===== config.mk =====
export PLATFORM = sky130hd
export DESIGN_NAME = obstacle_speed_scheduler
export DESIGN_NICKNAME = d
export VERILOG_FILES = /design/src/rtl/obstacle_speed_scheduler.sv
export SDC_FILE = /design/constraint.sdc
export NUM_CORES = 1
export LEC_CHECK = 0
export ABC_AREA = 1
export CORE_MARGIN = 1
export CORE_UTILIZATION = 40
export CTS_CLUSTER_SIZE = 40
export DETAILED_ROUTE_END_ITERATION = 7
export HOLD_SLACK_MARGIN = 0.05
export PLACE_DENSITY = 0.72
export SETUP_SLACK_MARGIN = 0.15
export SLEW_MARGIN = 0
export SYNTH_ARGS = -nofsm -noshare
export SYNTH_HDL_FRONTEND = slang
export SYNTH_SLANG_ARGS = --single-unit
export TNS_END_PERCENT = 5

===== constraint.sdc =====
create_clock -name clk -period 1.65 [get_ports clk]
set_input_delay 0.33 -clock clk [delete_from_list [all_inputs] [get_ports clk]]
set_output_delay 0.33 -clock clk [all_outputs]
set_load 0.005 [all_outputs]

===== src/rtl/obstacle_speed_scheduler.sv =====
// Obstacle scroll pacer: turns 60 Hz ticks into per-tick pixel steps via a
// fractional phase accumulator; speed level rises with the score's hundreds digit.
// Optional SPEED_SCHED_BOOST_EN adds button_boost, which doubles the increment in RUN.
//
// state  | meaning
// IDLE   | after reset, waiting for the first game_start; ticks ignored
// RUN    | game active; ticks produce steps, score changes raise the level
// FROZEN | game over / paused; ticks ignored, accumulator held
module obstacle_speed_scheduler #(
  parameter int FRAC_BITS = 4,
  parameter int BASE_INC  = 16,
  parameter int LEVEL_INC = 4,
  parameter int MAX_LEVEL = 7
) (
  input  logic        clk,
  input  logic        rst_n,
  input  logic        game_tick,
  input  logic        game_start,
  input  logic        game_frozen,
  input  logic [15:0] score,
`ifdef SPEED_SCHED_BOOST_EN
  input  logic        button_boost,
`endif
  output logic        step_valid,
  output logic [3:0]  step_px,
  output logic [2:0]  speed_level,
  output logic        level_up_pulse
);

  localparam int SUM_W = FRAC_BITS + 4;

  typedef enum logic [1:0] {
    IDLE   = 2'd0,
    RUN    = 2'd1,
    FROZEN = 2'd2
  } state_t;

  state_t               state_q;
  logic [FRAC_BITS-1:0] acc_q;
  logic [2:0]           speed_level_q;
  logic [3:0]           prev_hund_q;
  logic                 step_valid_q;
  logic [3:0]           step_px_q;
  logic                 level_up_pulse_q;

  logic [SUM_W-1:0]     inc_base_d;
  logic [SUM_W-1:0]     inc_d;
  logic [SUM_W-1:0]     sum_d;
  logic                 hund_chg_d;
  logic                 level_room_d;
  logic                 unused_score;

  assign unused_score = ^{score[15:12], score[7:0]};

  assign inc_base_d = SUM_W'(BASE_INC) + SUM_W'(speed_level_q) * SUM_W'(LEVEL_INC);

`ifdef SPEED_SCHED_BOOST_EN
  assign inc_d = button_boost ? {inc_base_d[SUM_W-2:0], 1'b0} : inc_base_d;
`else
  assign inc_d = inc_base_d;
`endif

  // The sum is exactly FRAC_BITS+4 wide, so the integer part always fits step_px.
  assign sum_d        = {4'b0000, acc_q} + inc_d;
  assign hund_chg_d   = (score[11:8] != prev_hund_q);
  assign level_room_d = (speed_level_q < 3'(MAX_LEVEL));

  always_ff @(posedge clk or negedge rst_n) begin
    if (!rst_n) begin
      state_q          <= IDLE;
      acc_q            <= '0;
      speed_level_q    <= '0;
      prev_hund_q      <= '0;
      step_valid_q     <= 1'b0;
      step_px_q        <= '0;
      level_up_pulse_q <= 1'b0;
    end else begin
      step_valid_q     <= 1'b0;
      level_up_pulse_q <= 1'b0;
      if (game_start) begin
        state_q       <= RUN;
        acc_q         <= '0;
        speed_level_q <= '0;
        prev_hund_q   <= score[11:8];
      end else begin
        case (state_q)
          RUN: begin
            if (game_frozen) begin
              state_q <= FROZEN;
            end else begin
              // Tick uses the level registered before any same-cycle level-up.
              if (game_tick) begin
                step_valid_q <= 1'b1;
                step_px_q    <= sum_d[SUM_W-1:FRAC_BITS];
                acc_q        <= sum_d[FRAC_BITS-1:0];
              end
              if (hund_chg_d) begin
                prev_hund_q <= score[11:8];
                if (level_room_d) begin
                  speed_level_q    <= speed_level_q + 3'd1;
                  level_up_pulse_q <= 1'b1;
                end
              end
            end
          end
          IDLE:    state_q <= IDLE;
          FROZEN:  state_q <= FROZEN;
          default: state_q <= IDLE;
        endcase
      end
    end
  end

  assign step_valid     = step_valid_q;
  assign step_px        = step_px_q;
  assign speed_level    = speed_level_q;
  assign level_up_pulse = level_up_pulse_q;

endmodule


### Word level (Yosys, flattened, before mapping)

Index checks and enable logic that the tools add are counted.
W data, S select, Z words.

* reduce and logical (&&, ||, !) cells: 8
* mux-type cells: 25
* add/sub/neg operators: 3
* bitwise logic cells: 2
* order comparisons: 1
* equal/unequal tests: 5

Operator list (count)
* $mux W4: 8
* $mux W3: 5
* $mux W1: 9
* $reduce_and A4 Y1: 2
* $reduce_bool A2 Y1: 4
* $add A4 B6 Y7: 1
* $add A5 B5 Y6 const A: 1
* $reduce_and A3 Y1: 2
* $mux W2: 2
* $ne A4 B4 Y1: 1
* $pmux W2 S2: 1
* $add A3 B1 Y3 const B: 1
* $lt A3 B3 Y1 const B: 1
* $ne A3 B3 Y1 const B: 1
* $eq A2 B1 Y1 const B: 1
* $eq A2 B2 Y1 const B: 1
* $ne A2 B2 Y1 const B: 1
* $not A1 Y1: 2

* output and inout bits: 9
* register bits: 19
* logic and storage cells: 51
* bits of input ports: 21

### Depth between registers and ports, before layout

* depth after elaboration: 6
* mapped depth: 9
* gate-level depth less buffers: 9

### Least setup slack after synthesis

OpenSTA, ideal clock, no wires.

* kind: reg-to-reg
* start: register speed_level_q[0], in the netlist speed_level[0]
* end: register step_px_q[0], in the netlist step_px[0]
* buffers on the path: 0
* cell stages (with the launch flop): 5
* library setup time: 0.077 ns
* setup slack: 0.277 ns
* arrival time: 1.295 ns
* required time: 1.573 ns
* cells stage by stage: dfrtp_1 -> ha_1 -> fa_1 -> xor2_1 -> a21oi_1

* word-level cells in the longest chain between the ends: 2

RTL lines
* start, declared: line 40 `logic [2:0] speed_level_q;`
* start signal, assigned: line 100 `speed_level_q <= speed_level_q + 3'd1;`
* $add A5 B5 Y6: line 55 `assign inc_base_d = SUM_W'(BASE_INC) + SUM_W'(speed_level_q) * SUM_W'(LEVEL_INC);`
* $add A4 B6 Y7: line 64 `assign sum_d = {4'b0000, acc_q} + inc_d;`
* end signal, assigned: line 94 `step_px_q <= sum_d[SUM_W-1:FRAC_BITS];`
* end, declared: line 43 `logic [3:0] step_px_q;`

Every way passes these cells.
A chain may end at the register's enable or synchronous reset.

### Worst setup path in the final report

* start: register speed_level_q[1], in the netlist speed_level[1]
* end: output speed_level[1]

RTL lines
* end, declared: line 26 `output logic [2:0] speed_level,`

No word-level cell between the ends.

==> results.yml <==
outcome:
  status: "complete, no violations"
placement:
  dp_hpwl_um: 1110
  placed_cells: 148
  io_buffers: 15
  dpl_worst_slack_ns: 0.00602
  gp_congestion: 0.720
timing:
  fmax_ghz: 0.669
  skew_ns: 0.00710
  finalSetupTns_ns: 0
  rsz0062_at_grt: "true"
  timing.final.crit_share: 0.906
  min_period_ns: 1.50
  setup_viol: 0
  drv_slew: 0
  finalHoldViolCount: 0
  fin_ws_ns: 0.154
layout:
  final_nets: 155
  syn_to_final_growth_pct: 27.3
  final_common_cell: "nand2_1"
  fin_cells: 155
  n_fill_cell: 195
  final_core_util: 0.554
  drive_above_1_share: 0.172
  mostFrequentLayoutCells: "nand2_1, clkdlybuf4s50_1, inv_1"
  antenna_cells: 0
logic_synthesis:
  synth_cells: 106
  synth_seq_area_share: 0.426
  yosysWarningCount: 0
  synth-seq-cells: 15
  netlist_area_um2: 881
  synth_area_per_cell_um2: 8.31
  synthDistinctLibCells: 24
  synth_top_cell_area_share: 0.426
  synth_area_leaders: "dfrtp_1, nand2_1, nand3_1, ha_1, inv_1"
  synth_top_area_cell: "dfrtp_1"
global_routing:
  antenna_found_initial: 0
  grt_pass1_vias: 593
  overflow: 0
  grt_max_degree: 16
  grt_pass1_wl_um: 2530
  grt_usage: 0.145
drt:
  wire_per_inst_um: 9.58
  drt_wl_total_um: 1490
  ant_nets: 0
  firstDrtPassIters: 4
  drt_iter0_markers: 9
  vias: 706
  drc: 0
  via_per_inst: 4.55
setup_path:
  cp_num_buf_inv: 1
  cp_cell_sequence: "clkdlybuf4s50_1"
  start_kind: "flop"
  cp-startpoint: "speed_level[1]$_DFFE_PN0P_"
  timing.rr.start: "speed_level[0]$_DFFE_PN0P_"
  worstReg2RegEnd: "step_px[0]$_DFFE_PN0P_"
  worst-path-max-fanout: 2
  cp_top_family: "buffers and inverters"
  crit_arrival_ns: 1.17
  cp-end-kind: "output pin"
  max_stage_delay_ns: 0.50
  r2r_setup_slack_ns: 0.23
  critPathSlowestCell: "clkdlybuf4s50_1"
  crit_type: "flop to output pin"
  worst-r2r-cell-count: 4
  crit_required_ns: 1.32
cts:
  cts_root_buf: "clkbuf_4"
  clock_latency_ns: 0.28
  clk_pin_slew_ns: 0.09
  cts_sinks: 15
  htree_num_levels: 1
  numCtsBuffers: 3
  clockBufferDepth: 2
  cts_tree: "yes"
  cts_hold_buf: 0
pwr:
  switchingPower_uw: 246
  p_leak_uw: 0.000617
  p_int_uw: 602
  p_sw_frac: 0.290
  pwr-share-seq: 0.505
  clockPowerShare: 0.244
  ir_worst_vdd_mv: 0.394
  power_frac_comb: 0.251
  power_per_cell_area_mw_per_mm2: 756
die:
  io_pins: 30
  fp.dieW_um: 48.9
  core_area_mm2: 0.00202
  initial_utilization: 0.436
  die_area_mm2: 0.00239
  chipHeight_um: 48.9
  rows: 16
worst_hold_path:
  min_path_type: "input port to asynchronous set/reset pin"
job:
  maxCapViolations: 0
per-stage QoR:
step / total power (uW) / hold slack, ns / cell area [um^2]
4_1_cts: 857 / 0.356 / 1100
5_1_grt: 916 / 0.356 / 1120
3_3_place_gp: 639 / 0.466 / 1070
2_1_floorplan: 556 / 0.0344 / 885
3_5_place_dp: 645 / 0.471 / 1070
6_report: 848 / 0.358 / 1120
state kept, by name, summed over array words and instances, names as in the netlist:
| register | count |
|---|---|
| speed_level | 3 |
| prev_hund_q | 4 |
| step_px | 2 |
| level_up_pulse | 1 |
| acc_q | 2 |
| state_q | 2 |
| step_valid | 1 |
power by group through the flow:
stage / Sequential [uW] / Combinational [uW] / Clock, uW
3_3_place_gp: 436 / 202 / 0
3_5_place_dp: 439 / 206 / 0
4_1_cts: 431 / 211 / 215
2_1_floorplan: 435 / 121 / 0
5_1_grt: 435 / 242 / 239
6_report: 428 / 213 / 207
cell families after synthesis:
logic type | count (synthesis) | share of synthesized area
simple gates | 61 | 0.355
buf+inv | 18 | 0.0881
flops | 15 | 0.426
fa+ha+maj | 5 | 0.0795
compound gates | 4 | 0.0270
xor+xnor | 2 | 0.0199
other cells | 1 | 0.00426
layer usage:
metal,GRT usage,wire [um],vias up
met1,0.175,733,313
met5,0,0,-
met4,0.0882,21,0
met3,0.0467,46,2
met2,0.222,683,15
li1,-,-,376
worst max path at each step:
| stage | cells after the start | end |
|---|---|---|
| 2_1_floorplan | 4 | step_px[0]$_DFFE_PN0P_ |
| 3_3_place_gp | 10 | prev_hund_q[1]$_DFFE_PN0P_ |
| 3_5_place_dp | 10 | prev_hund_q[0]$_DFFE_PN0P_ |
| 4_1_cts | 1 | speed_level[2] |
| 5_1_grt | 1 | speed_level[1] |
| 6_report | 1 | speed_level[1] |
area by class of cell:
cell class | count | area [um^2] | area share
multi-input cells | 74 | 432 | 0.385
flip-flops and latches | 15 | 379 | 0.338
repair buffers | 21 | 198 | 0.176
inverters | 14 | 52.6 | 0.0469
well taps | 27 | 33.8 | 0.0301
clock buffers | 4 | 26.3 | 0.0234
what timing repair did:
action | 4_1_cts | 5_1_grt
gates resized for setup | 3 | 1
buffers inserted | 1 | 2
cloned | 0 | 0
setup endpoints to repair | 3 | 6
cell usage after synthesis:
| cell type | number |
|---|---|
| nor2_8 | 1 |
| nand2_1 | 32 |
| dfrtp_1 | 15 |
| ha_1 | 4 |
| nand2_4 | 3 |
| a21oi_1 | 1 |
| nand3_2 | 1 |
| buf_4 | 2 |
| xor2_1 | 1 |
| nor2_2 | 2 |
| inv_1 | 13 |
| o21ai_0 | 1 |
| o31ai_1 | 1 |
| xnor2_1 | 1 |
| fa_1 | 1 |
| nor2_4 | 1 |
| conb_1 | 1 |
| inv_2 | 1 |
| buf_2 | 2 |
| nand3_1 | 11 |
| nor2_1 | 5 |
| nand4_1 | 4 |
| nand2_2 | 1 |
| a31oi_1 | 1 |
Power figures use the tool's default switching activity.
